File: src/rtl/rr_packet_arbiter.sv
// rr_packet_arbiter
//   Round-robin arbiter that shares one output link among N_REQ requesters
//   and locks the grant for a whole packet. The grant is held until the
//   granted requester's tail flit is transferred. Priority then rotates to
//   the requester just after the one that finished.
//
// Ports
//   clk          rising-edge clock
//   reset_n      synchronous, active-low reset
//   i_req        per-requester flit valid
//   i_tail       per-requester "offered flit is the packet tail"
//   i_ready      downstream accepts a flit this cycle
//   o_gnt        registered one-hot grant, all-zero when idle
//   o_gnt_idx    registered binary index of the o_gnt bit, 0 when idle
//   o_gnt_valid  registered, high whenever o_gnt is non-zero
//   o_xfer       a flit of the granted requester moves this cycle
//   o_pop        one-hot dequeue strobe for the granted requester

module rr_packet_arbiter #(
  parameter int N_REQ     = 8,
  parameter int IDX_WIDTH = $clog2(N_REQ)
) (
  input  logic                 clk,
  input  logic                 reset_n,
  input  logic [N_REQ-1:0]     i_req,
  input  logic [N_REQ-1:0]     i_tail,
  input  logic                 i_ready,
  output logic [N_REQ-1:0]     o_gnt,
  output logic [IDX_WIDTH-1:0] o_gnt_idx,
  output logic                 o_gnt_valid,
  output logic                 o_xfer,
  output logic [N_REQ-1:0]     o_pop
);

  typedef enum logic {
    IDLE,
    LOCKED
  } state_t;

  localparam logic [IDX_WIDTH-1:0] LAST_IDX = IDX_WIDTH'(N_REQ - 1);

  state_t               state;
  state_t               next_state;
  logic [IDX_WIDTH-1:0] ptr;
  logic [IDX_WIDTH-1:0] next_ptr;
  logic [N_REQ-1:0]     next_gnt;
  logic [IDX_WIDTH-1:0] next_idx;

  logic [IDX_WIDTH-1:0] rel_base;
  logic [IDX_WIDTH-1:0] pick_base;
  logic [N_REQ-1:0]     pick_mask;
  logic [IDX_WIDTH-1:0] win_idx;
  logic                 win_found;
  logic                 release_now;

  // Position base+offset in the rotated search order, wrapping at N_REQ.
  // Handles N_REQ values that are not a power of two.
  function automatic logic [IDX_WIDTH-1:0] rot(input logic [IDX_WIDTH-1:0] base,
                                               input int offset);
    int sum;
    sum = int'(base) + offset;
    if (sum >= N_REQ) sum = sum - N_REQ;
    return IDX_WIDTH'(sum);
  endfunction

  // State register. Grant and pointer are registered, so they only move on
  // a clock edge. Reset also drops any packet lock in progress.
  always_ff @(posedge clk) begin
    if (!reset_n) begin
      state     <= IDLE;
      ptr       <= '0;
      o_gnt     <= '0;
      o_gnt_idx <= '0;
    end else begin
      state     <= next_state;
      ptr       <= next_ptr;
      o_gnt     <= next_gnt;
      o_gnt_idx <= next_idx;
    end
  end

  // Output decode. o_gnt_valid comes straight from the state flop, because
  // LOCKED holds exactly when o_gnt is non-zero.
  always_comb begin
    o_gnt_valid = (state == LOCKED);
    o_xfer      = o_gnt_valid & i_req[o_gnt_idx] & i_ready;
    o_pop       = o_gnt & {N_REQ{o_xfer}};
  end

  // Release happens on the tail flit of the current owner. Tail bits from
  // other requesters never reach this point.
  assign release_now = o_xfer & i_tail[o_gnt_idx];
  assign rel_base    = (o_gnt_idx == LAST_IDX) ? '0 : o_gnt_idx + IDX_WIDTH'(1);

  // When idle, search all requests starting at ptr. On release, exclude the
  // finishing requester and start just after it. The new ptr takes effect in
  // the same cycle, which gives zero-bubble hand-over.
  assign pick_mask = (state == IDLE) ? i_req : (i_req & ~o_gnt);
  assign pick_base = (state == IDLE) ? ptr : rel_base;

  // Rotating priority search: the first set mask bit at or after pick_base wins.
  always_comb begin
    win_found = 1'b0;
    win_idx   = '0;
    for (int i = 0; i < N_REQ; i++) begin
      if (!win_found && pick_mask[rot(pick_base, i)]) begin
        win_found = 1'b1;
        win_idx   = rot(pick_base, i);
      end
    end
  end

  // Next-state logic. A locked grant only changes on a release. The pointer
  // only advances on a release.
  always_comb begin
    next_state = state;
    next_ptr   = ptr;
    next_gnt   = o_gnt;
    next_idx   = o_gnt_idx;
    case (state)
      IDLE: begin
        if (win_found) begin
          next_state        = LOCKED;
          next_gnt          = '0;
          next_gnt[win_idx] = 1'b1;
          next_idx          = win_idx;
        end
      end
      LOCKED: begin
        if (release_now) begin
          next_ptr = rel_base;
          if (win_found) begin
            next_gnt          = '0;
            next_gnt[win_idx] = 1'b1;
            next_idx          = win_idx;
          end else begin
            next_state = IDLE;
            next_gnt   = '0;
            next_idx   = '0;
          end
        end
      end
      default: begin
        next_state = IDLE;
        next_gnt   = '0;
        next_idx   = '0;
      end
    endcase
  end

endmodule

File: config.mk
export PLATFORM = sky130hd
export DESIGN_NAME = rr_packet_arbiter
export DESIGN_NICKNAME = d
export VERILOG_FILES = /design/src/rtl/rr_packet_arbiter.sv
export SDC_FILE = /design/constraint.sdc
export NUM_CORES = 1
export LEC_CHECK = 0
export CAP_MARGIN = 20
export CORE_MARGIN = 2
export CORE_UTILIZATION = 45
export DETAILED_ROUTE_END_ITERATION = 10
export GPL_TIMING_DRIVEN = 1
export PLACE_DENSITY_LB_ADDON = 0.15
export SYNTH_ARGS = -nofsm -noshare
export SYNTH_HDL_FRONTEND = slang
export SYNTH_SLANG_ARGS = --single-unit
File: constraint.sdc
create_clock -name clk -period 5.3 [get_ports clk]
set_input_delay 1.06 -clock clk [delete_from_list [all_inputs] [get_ports clk]]
set_output_delay 1.06 -clock clk [all_outputs]
set_load 0.02 [all_outputs]
; Word level (Yosys, flattened, before mapping)
; Cells that the tools add are included.
[op_classes]
addsub = 16
order_cmp = 19
eq_ne = 3
n_mux = 60
bitwise_logic = 7
n_reduce_logical = 17
[ops]
columns = cell, count
row1 = $mux W3, 21
row2 = $lt A3 B4 Y1 const B, 10
row3 = $mux W8, 4
row4 = $bmux W1 S3, 10
row5 = $ge A4 B4 Y1 const B, 7
row6 = $sub A3 B1 Y3 const B, 8
row7 = $mux W1, 21
row8 = $add A3 B3 Y4 const B, 4
row9 = $and A8 B8 Y8, 2
row10 = $pmux W8 S2, 1
row11 = $add A3 B2 Y4 const B, 2
row12 = $logic_and A1 B1 Y1, 8
row13 = $not A8 Y8, 1
row14 = $logic_not A1 Y1, 7
row15 = $pmux W3 S2, 1
row16 = $add A3 B1 Y4 const B, 1
row17 = $ge A3 B4 Y1 const B, 1
row18 = $reduce_and A2 Y1, 2
row19 = $add A3 B1 Y3 const B, 1
row20 = $and A1 B1 Y1, 3
row21 = $demux W1 S3, 1
row22 = $eq A3 B3 Y1 const B, 1
row23 = $ge A3 B1 Y1 const B, 1
row24 = $ne A2 B1 Y1 const B, 1
row25 = other kinds (3), 3
[word_totals]
ff_bits = 15
input_bits = 19
out_inout_bits = 21

; Logic depth before layout (Yosys ltp)
[depth]
ltp_word = 36
ltp_mapped = 18
ltp_nobuf = 15

; Worst setup path after synthesis
; Ideal clock, no wire load.
[synth_timing]
path_kind = reg2reg
startpoint = register o_gnt_idx[1]
endpoint = register o_gnt[1]
setup_ns = 0.117
t_arrival_ns = 4.079
slack_ns = 1.104
path_stages_with_launch = 19
n_path_buf = 3
synth_period_minus_slack_ns = 4.196
path_cell_list = dfxtp_1 ha_1 ha_1 nor3b_1 nor2_1 buf_1 ha_1 clkbuf_1 clkinv_1 a211oi_1 o2bb2ai_1 nor2b_1 and3b_1 and4_4 nor4b_4 a21oi_2 and2_4 buf_6 a32o_1
[synth_between]
elab_chain_len = 36
elab_cells_between_ends = 100
cone_classes = add/sub: 16 / order compare: 10 / eq/ne: 3 / mux: 52 / bitwise: 3 / reduce/logical: 16
[synth_lines]
columns = element, line_no
row1 = "start, declared", 29  ; output logic [IDX_WIDTH-1:0] o_gnt_idx,
row2 = "start signal, assigned", 78  ; o_gnt_idx <= next_idx;
row3 = "parallel branches: the longest is 36 deep, another holds $add A3 B1 Y4", --
row4 = "end signal, assigned", 77  ; o_gnt <= next_gnt;
row5 = "end, declared", 28  ; output logic [N_REQ-1:0] o_gnt,
; Parallel ways; which one is timed is not known. The select of a mux whose other input is x is not followed.
; A chain may end at the register's enable or synchronous reset.

; Final worst setup path
[layout_timing]
startpoint = register o_gnt_idx[0]
endpoint = register o_gnt_idx[0]
[layout_between]
elab_chain_len = 32
elab_cells_between_ends = 95
cone_classes = add/sub: 16 / order compare: 8 / eq/ne: 3 / mux: 50 / bitwise: 3 / reduce/logical: 15
[layout_lines]
columns = element
row1 = "parallel branches: the longest is 32 deep, another holds $add A3 B1 Y4"
; Parallel ways; which one is timed is not known. The select of a mux whose other input is x is not followed.

==> flow_summary.toml <==
[place]
place_congestion = 0.847
postPlaceCellArea_sq_mm = 0.00230
place.detailed.hpwl_mm = 4.27
place.detailed.instances = 298
portBuffers = 39

[yosys]
synth_enable_flop_cells = 0
synthesized_cell_area_sq_mm = 0.00187
sequential_share_of_the_synthesized_area_pct = 16.0
synth-main-ff-cell = "sky130_fd_sc_hd__dfxtp_1"
syn-num-nets = 237
synth_cell_types = 63
async_flop_share_pct = 0
synthesis.area_per_instance_sq_um = 8.75
synth.yosys.warnings = 0
yosys_register_bits = 15
synthesis.instances = 214

[timing]
final_max_slew_viol_count = 0
worst_hold_slack_ps = 520
clock-skew-final_ps = 4.57
hold_viol = 0
final_min_period_over_clock_period_pct = 85.3
timing.final.crit_period_ps = 4520
clock.fmax_ghz = 0.221
slew-limit-headroom_pct = 57.5
final_setup_violation_count = 0
setup-tns-final_ps = 0
rsz0062_at_grt = "no"
worst-slew-pin-transition_ps = 632

[power]
power.switching_fraction_pct = 52.1
power.switching_w = 0.000709
clock_power_share_pct = 7.0
p_comb_share_pct = 78.9
leakage_nw = 0.863
power.ir.vdd_worst_uv = 274
cellPowerDensity_mw_per_mm2 = 581
seq_power_share_pct = 14.2
p_int_w = 0.000651

[worst_setup_path]
critPathMaxFanout = 12
cp-start-kind = "register"
data_arrival_time_of_the_critical_path_ps = 4720
critical_path_class = "reg -> reg"
timing.critical_path.to_type = "register"
critPathRequiredTime_ps = 5500

[drt]
routedLengthMet1_mm = 2.46
met3RoutedLength_microns = 338
dr.max_layer_used = "met4"
met2_wirelength_from_detailed_routing_mm = 2.39
ant_nets = 0
dr_total_vias = 1846
remaining_drc_errors = 0
drt_iter0_markers = 116
wire_per_inst_microns = 17.5
viasPerCell = 6.11
drt_wl_total_mm = 5.28
firstDrtPassIters = 4

[cells_and_area]
antennaDiodeCount = 0
area_grow_syn2layout_pct = 25.2
finish.cell_count_without_fillers = 302
fill_cells = 387
sequential_cell_area_sq_um = 300
final_design_area_no_fill_sq_mm = 0.00234
footprint_of_the_multi_input_gates_sq_mm = 0.00149
layout-drive-gt1-share_pct = 14.3
design.final.nets = 276

[die]
core_region_area_sq_mm = 0.00400
initial_core_util_pct = 46.8
fp.dieH_microns = 68.5
die-area_sq_mm = 0.00469
fp.dieW_microns = 68.5
design.portCount = 40
row_count = 23

[clocking]
clk-insertion-delay-late_ps = 250
clock_tree.root_cell = "sky130_fd_sc_hd__clkbuf_8"
h_tree_depth = 1
clock-sinks = 15
post_cts.resized_instances = 0
tritoncts = "done"
cts_setup_buffers = 0
clk_pin_slew_worst_paths_ps = 70
cts.hold.buffers_added = 0
clock_tree.buffer_depth = 2
cts_buffers = 3

[worst_hold_path]
worstHoldPathType = "reg -> reg"

[global_routing]
antenna_found_initial = 0
gr-usage-all-layers_pct = 24.7
globalRouteOverflowTotal = 0
grt_pass1_vias = 1759
grt_start_max_net_pins = 16
grt_first_pass_wirelength_mm = 8.74

[run_status]
status = "finished clean"

[job]
maxCapViolations = 0
==> power by group through the flow <==
stage / sequential (W) / clock, W / combinational (W)
after floorplan: 0.000199 / 0 / 0.000797
after global placement: 0.000196 / 0 / 0.00106
after detailed placement: 0.000195 / 0 / 0.00106
after CTS: 0.000193 / 0.0000953 / 0.00106
after global routing: 0.000202 / 0.000101 / 0.00117
final: 0.000193 / 0.0000947 / 0.00107
==> registers in the layout (all words and copies together), names as in the netlist <==
signal       count
o_gnt_valid      1
o_gnt            8
o_gnt_idx        3
ptr              3
==> synth_stat cells, types with 4 or more instances <==
| cell type | instances | area share [%] |
|---|---|---|
| sky130_fd_sc_hd__nor2_1 | 11 | 2.2 |
| sky130_fd_sc_hd__nand2_1 | 16 | 3.2 |
| sky130_fd_sc_hd__a21oi_1 | 13 | 3.5 |
| sky130_fd_sc_hd__and2_1 | 11 | 3.7 |
| sky130_fd_sc_hd__a21boi_0 | 9 | 3.6 |
| sky130_fd_sc_hd__ha_1 | 4 | 2.7 |
| sky130_fd_sc_hd__nor2b_1 | 5 | 1.7 |
| sky130_fd_sc_hd__o21a_1 | 5 | 2.0 |
| sky130_fd_sc_hd__a211oi_1 | 6 | 2.4 |
| sky130_fd_sc_hd__mux2i_1 | 17 | 9.1 |
| sky130_fd_sc_hd__mux2_2 | 6 | 3.6 |
| sky130_fd_sc_hd__nor3_1 | 4 | 1.1 |
| sky130_fd_sc_hd__mux4_2 | 4 | 4.8 |
| sky130_fd_sc_hd__a32o_1 | 8 | 4.3 |
| sky130_fd_sc_hd__dfxtp_1 | 15 | 16 |
==> metrics by stage <==
| stage | setup slack, ps | total power [W] | utilization, % |
|---|---|---|---|
| finish | 780 | 0.00136 | 58.6 |
| global route | 339 | 0.00147 | 58.6 |
| CTS | 801 | 0.00135 | 58.6 |
| detailed placement | 817 | 0.00125 | 57.5 |
| global placement | 916 | 0.00126 | 57.5 |
| floorplan | 1100 | 0.000997 | - |
==> critical path, cell delays in order, from the launching register on <==
cell                        delay, ps
sky130_fd_sc_hd__dfxtp_1          460
sky130_fd_sc_hd__ha_1             280
sky130_fd_sc_hd__ha_1             230
sky130_fd_sc_hd__nor3b_1          270
sky130_fd_sc_hd__nor2_1            70
sky130_fd_sc_hd__buf_4            180
sky130_fd_sc_hd__ha_1             480
sky130_fd_sc_hd__clkinv_1         300
sky130_fd_sc_hd__a211oi_1         340
sky130_fd_sc_hd__o2bb2ai_1        280
sky130_fd_sc_hd__nor2b_1          120
sky130_fd_sc_hd__and3b_1          250
sky130_fd_sc_hd__and4_4           250
sky130_fd_sc_hd__nor4b_4          250
sky130_fd_sc_hd__o21a_1           190
sky130_fd_sc_hd__and2_1           340
sky130_fd_sc_hd__a22o_1           190
==> path summary, 6_finish.rpt <==
kind	startpoint	endpoint	slack [ps]	cells past startpoint
min reg2reg	ptr[0]	ptr[0]	520	2
max	o_gnt_idx[0]	o_gnt_idx[0]	780	16
max reg2reg	o_gnt_idx[0]	o_gnt_idx[0]	780	16
min	ptr[0]	ptr[0]	520	2
==> routing by layer <==
layer / GRT usage (%) / vias up
li1: - / 910
met1: 34.0 / 865
met2: 39.2 / 63
met3: 4.06 / 8
met4: 8.00 / 0
met5: 0 / -
==> cells in the final DEF, fill, tap and decap left out, drive strengths merged, types with 2 or more instances in the layout <==
master	netlist	layout
nor4b	3	3
nand3	4	4
mux2i	18	18
o221ai	5	5
nand2	16	16
nand2b	3	3
xnor2	3	3
nor3	4	4
or3	3	3
nor3b	3	3
o21ai	7	7
nor2	11	11
clkdlybuf4s50	0	39
o21a	5	5
ha	4	4
a211oi	6	6
a32o	8	8
a21o	2	2
o22ai	3	3
clkbuf	2	4
mux2	10	10
and2	12	12
a22oi	2	2
a21boi	11	11
mux4	4	4
buf	7	4
nor2b	7	7
dfxtp	15	15
inv	4	4
a21oi	14	14
a221oi	2	2
nand4	3	3
==> kinds of logic after synthesis <==
kind of cell,after synthesis,share of synthesized area (%)
flip-flops,15,16.0
adder cells (fa/ha/maj),4,2.67
AO/OA/AOI/OAI,72,29.9
multiplexers,32,21.7
AND/OR/NAND/NOR,74,23.9
buffers and inverters,14,4.28
XOR/XNOR,3,1.40
==> layout make-up <==
type                            count  share of cell area, %
Sequential cell                    15                   12.8
Tap cell                           50                   2.67
Timing Repair Buffer               43                   17.9
Inverter                            5                   1.01
Multi-Input combinational cell    185                   63.6
Clock buffer                        4                   1.92
Note: power is estimated with default switching activity, not from simulation.
